## config.mk

```make
export PLATFORM = sky130hd
export DESIGN_NAME = valid_ready_deserializer
export DESIGN_NICKNAME = d
export VERILOG_FILES = /design/src/rtl/valid_ready_deserializer.sv
export SDC_FILE = /design/constraint.sdc
export NUM_CORES = 1
export LEC_CHECK = 0
export ABC_CLOCK_PERIOD_IN_PS = 2000
export CORE_MARGIN = 2
export CORE_UTILIZATION = 35
export DETAILED_ROUTE_END_ITERATION = 10
export GPL_ROUTABILITY_DRIVEN = 0
export SETUP_SLACK_MARGIN = 0.15
export SYNTH_ARGS = -nofsm -noshare
export SYNTH_HDL_FRONTEND = slang
export SYNTH_SLANG_ARGS = --single-unit
```

## constraint.sdc

```tcl
create_clock -name clk -period 2 [get_ports clk]
set_input_delay 0.4 -clock clk [delete_from_list [all_inputs] [get_ports clk]]
set_output_delay 0.4 -clock clk [all_outputs]
set_load 0.05 [all_outputs]
```

## src/rtl/valid_ready_deserializer.sv

```systemverilog
// Packs BEATS narrow valid/ready beats into one wide registered word.
// An i_last beat ends a word early; the unused upper beats are zeroed and the word is flagged short.
module valid_ready_deserializer #(
  parameter int IN_WIDTH = 32,
  parameter int BEATS    = 4,
  localparam int OUT_WIDTH = IN_WIDTH * BEATS,
  localparam int CNT_WIDTH = $clog2(BEATS + 1)
) (
  input  logic                 clk,
  input  logic                 reset,
  input  logic                 i_valid,
  output logic                 i_ready,
  input  logic [IN_WIDTH-1:0]  i_data,
  input  logic                 i_last,
  output logic                 o_valid,
  input  logic                 o_ready,
  output logic [OUT_WIDTH-1:0] o_data,
  output logic [CNT_WIDTH-1:0] o_count,
  output logic                 o_short
);

  if (BEATS < 2) begin : g_bad_beats
    $error("valid_ready_deserializer: BEATS must be >= 2");
  end

  logic [(BEATS-1)*IN_WIDTH-1:0] acc;
  logic [OUT_WIDTH-1:0]          acc_ext;
  logic [CNT_WIDTH-1:0]          cnt;
  logic [CNT_WIDTH-1:0]          cnt_inc;
  logic                          completing;
  logic                          slot_free;
  logic                          accept;
  logic [OUT_WIDTH-1:0]          word_next;

  // Only a completing beat needs the output slot; partial beats go to acc.
  assign completing = (cnt == CNT_WIDTH'(BEATS - 1)) | i_last;
  assign slot_free  = ~o_valid | o_ready;
  assign i_ready    = ~completing | slot_free;
  assign accept     = i_valid & i_ready;
  assign cnt_inc    = cnt + CNT_WIDTH'(1);
  assign acc_ext    = {{IN_WIDTH{1'b0}}, acc};

  always_comb begin
    word_next = '0;
    for (int k = 0; k < BEATS; k++) begin
      if (CNT_WIDTH'(k) < cnt)
        word_next[k*IN_WIDTH +: IN_WIDTH] = acc_ext[k*IN_WIDTH +: IN_WIDTH];
      else if (CNT_WIDTH'(k) == cnt)
        word_next[k*IN_WIDTH +: IN_WIDTH] = i_data;
    end
  end

  // Output register stage: a completing beat loads the word, else a handshake drains it.
  always_ff @(posedge clk or negedge reset) begin
    if (!reset) begin
      acc     <= '0;
      cnt     <= '0;
      o_valid <= 1'b0;
      o_data  <= '0;
      o_count <= '0;
      o_short <= 1'b0;
    end else if (accept && completing) begin
      o_data  <= word_next;
      o_count <= cnt_inc;
      o_short <= (cnt_inc < CNT_WIDTH'(BEATS));
      o_valid <= 1'b1;
      cnt     <= '0;
      acc     <= '0;
    end else begin
      if (accept) begin
        for (int k = 0; k < BEATS - 1; k++) begin
          if (cnt == CNT_WIDTH'(k))
            acc[k*IN_WIDTH +: IN_WIDTH] <= i_data;
        end
        cnt <= cnt_inc;
      end
      if (o_valid && o_ready)
        o_valid <= 1'b0;
    end
  end

endmodule

```

==> qor.csv <==
stage,metric,value,unit
clock_network,clock slew at reported path FFs,0.06,ns
place,Port Buf Inserts,170,
floorplanning,Starting Density,0.353,
yosys,Synth warnings,0,
yosys,Synth Area in Simple Gates,0.118,
yosys,largest family of logic cells by synthesized area,compound AO/OA/AOI/OAI gates,
clock_network,Num CTS Buffers,26,
worst_setup_path,WS Path Type,register to output pin,
global_routing,first-pass GRT wire length,57600,um
worst_setup_path,Worst path slowest cell,dfrtp_2,
routing,DRC,0,
power_and_ir_drop,VDD IR max,1050,uV
hold_path,min-delay worst type,primary input to async pin,
finish,"Area growth, synth to finish",40.1,%
sta,count of pins over their slew limit,0,
sta,Achievable Freq,479,MHz
sta,endpoints failing setup,1,
sta,PnR worst setup slack,-0.0884,ns
routing,1st-iter DRT viols,882,
job,Max-cap violations,0,
sta,max_slew headroom,0.615,
routing,ANT nets after route,0,
yosys,Post-Synth XOR/XNOR Area,0.000743,
worst_setup_path,CP required,1.60,ns
clock_network,Clock Path Buffers,3,
yosys,adder-cell share of the synthesized area,0.00318,
outcome,status,finished with violations,
floorplanning,Chip Width,188,um
finish,layout cell share with drive strength beyond 1,0.245,
global_routing,initial antenna violation count,0,
clock_network,Clock Tree Root,clkbuf_16,
yosys,Synth Instances,1182,
yosys,compound-cell area share of the yosys netlist,0.163,
worst_setup_path,Worst setup EP type,output pin,
routing,routed via count,9981,
finish,Multi-input gate area,5610,sq um
clock_network,CTS Sinks,232,
routing,DR pass1 iterations,5,
floorplanning,Die Ht,188,um
yosys,Synth Cell Area,11800,sq um
worst_setup_path,worst stage delay on the critical path,0.42,ns
worst_setup_path,maximum fanout along the worst path,3,
floorplanning,row cnt,67,
sta,worst-margin pin slew,0.577,ns
worst_setup_path,crit path DAT,1.69,ns
worst_setup_path,CP startpoint kind,register,
yosys,"Seq/Total Area, Yosys",0.492,
power_and_ir_drop,Leakage,7.72,nW
power_and_ir_drop,PwrDens,1530,nW/um^2
sta,RSZ-0062 raised after global routing,yes,
finish,NumNets Final,1423,
floorplanning,die area,35200,sq um
sta,Layout Skew,0.0134,ns
global_routing,grt total ovfl,0,
global_routing,largest net degree at the start of global routing,100,
finish,Fillers,3037,
finish,Seq. cell area,5810,sq um
sta,fin crit share,1.04,
floorplanning,I/O pins,171,
yosys,multiplexer share of the synthesized area,0.152,
sta,Final Hold Fails,0,
worst_setup_path,"reg-to-reg slack, setup",0.02,ns
global_routing,Tot GR Track Use,0.205,
yosys,"FF+latch count, synth",232,
clock_network,Worst-Skew Late Latency,0.54,ns
place,pre-CTS setup slack,-0.119,ns
global_routing,vias in the first global route,9661,
routing,routed wire length,40600,um
outcome,failing checks,setup timing,
clock_network,CTS tree,yes,
finish,Ant. Diodes,0,
power_and_ir_drop,Pwr Total,25.3,mW
yosys,post-synth cell types,34,
clock_network,Max H-tree Level,1,
routing,drt wl/cell,21.9,um
yosys,synthesized area per cell,9.98,sq um
worst_setup_path,crit-path cells,and3b_2 > buf_6 > o21ai_4 > buf_12,
sta,min Tclk post-route,2.09,ns
floorplanning,core area,33400,sq um
yosys,Mapped Nets,1222,
routing,vias per std cell,5.39,
sta,setup TNS,-0.0884,ns
place,DP HPWL,22500,um
## critical path: cells and delay by family (launching register included)
| kind | cells | cell delay, ns |
|---|---|---|
| flops | 1 | 0.42 |
| compound gates | 1 | 0.19 |
| simple gates | 1 | 0.25 |
| buf+inv | 2 | 0.30 |
## kinds of logic after synthesis
family	after synthesis
compound gates	299
simple gates	271
flops	232
buf+inv	210
mux	166
fa+ha+maj	3
xor+xnor	1
## metrics by stage
| stage | area (sq um) | instances | hold slack, ns | util |
|---|---|---|---|---|
| finish | 16500 | 1851 | 0.297 | 0.495 |
| floorplan | 11800 | 1182 | 0.104 | - |
| global route | 16500 | 1851 | 0.297 | 0.495 |
| detailed placement | 14300 | 1750 | 0.259 | 0.428 |
| CTS | 15500 | 1811 | 0.267 | 0.463 |
| global placement | 14300 | 1750 | 0.264 | 0.428 |
## layer usage
| metal | part of all wire | wire, um | global-route usage |
|---|---|---|---|
| met5 | 0 | 0 | 0 |
| met4 | 0.021 | 837 | 0.0584 |
| met3 | 0.064 | 2580 | 0.0391 |
| met2 | 0.46 | 18800 | 0.319 |
| met1 | 0.45 | 18400 | 0.291 |
## placed cells by master (no fill, tap or decap), types with 4 or more instances in the layout
master and count:
a22o_1 32, a32oi_1 32, buf_12 23, buf_16 8, buf_4 83, buf_6 9, buf_8 8, clkbuf_16 47
clkbuf_2 18, clkbuf_8 5, clkdlybuf4s15_1 58, clkdlybuf4s50_1 34, clkinv_2 6, clkinvlp_4 4, dfrtp_1 229, dlygate4sd2_1 14
inv_1 99, mux2_2 10, mux2_4 92, mux2i_1 62, nand2_1 96, nand3_1 63, nor2b_1 98, o211ai_1 64
o21ai_0 155, o21ai_1 6
## synth_stat cells
cell type	number	area share
a21oi_1	4	0.0017
a21oi_2	1	0.00074
a22o_1	32	0.024
a31oi_1	1	0.00053
a32oi_1	32	0.024
and2_1	1	0.00053
and3_1	1	0.00053
and3b_1	3	0.0022
buf_1	4	0.0013
buf_2	25	0.011
buf_4	6	0.0038
clkbuf_1	74	0.024
dfrtp_1	232	0.49
ha_1	3	0.0032
inv_1	101	0.032
mux2_1	47	0.045
mux2_2	55	0.053
mux2i_1	64	0.054
nand2_1	96	0.031
nand2b_1	3	0.0016
nand3_1	63	0.027
nor2_1	2	0.00064
nor2b_1	98	0.052
nor4b_2	1	0.0013
o211ai_1	64	0.041
o211ai_2	1	0.0011
o21ai_0	158	0.067
o21ai_1	4	0.0017
o22ai_1	1	0.00053
o22ai_2	1	0.0011
or2_2	1	0.00053
or3_1	1	0.00053
or4b_2	1	0.00085
xor2_1	1	0.00074
## area by class of cell
| cell class | instances | area share |
|---|---|---|
| clock buffer | 35 | 0.0458 |
| multi-input combinational | 741 | 0.340 |
| tap | 448 | 0.0339 |
| sequential | 232 | 0.352 |
| timing repair buffer | 281 | 0.198 |
| clock inverter | 13 | 0.00780 |
| inverter | 101 | 0.0231 |
## report_power, final
group	leakage (nW)	internal [mW]	switching (mW)
logic	4.18	5.07	7.91
registers	3.11	6.33	0.968
clock network	0.429	2.91	2.08
## flip-flops by register name (all words and copies together) (netlist names)
register	cells
acc	96
o_count	3
o_data	128
o_valid	1
cnt	3
o_short	1
## repair_timing
action | in CTS | in global routing
endpoints found under the hold margin | 18 | 0
setup buffers | 8 | 14
hold buffers | 1 | 0
gates resized for setup | 150 | 185
setup endpoints to repair | 161 | 218
pin swaps | 5 | 30
cloned | 4 | 26
## final timing paths
| check | from | end | cells after the start |
|---|---|---|---|
| worst max register to register | cnt[1] | o_data[83] | 7 |
| worst min-delay path | reset | o_data[58] | 2 |
| max in group asynchronous | reset | o_data[8] | 3 |
| worst min register to register | o_data[87] | o_data[87] | 1 |
| min in group clk | i_last | o_valid | 3 |
| worst max-delay path | cnt[1] | i_ready | 4 |
Power figures use the tool's default switching activity.
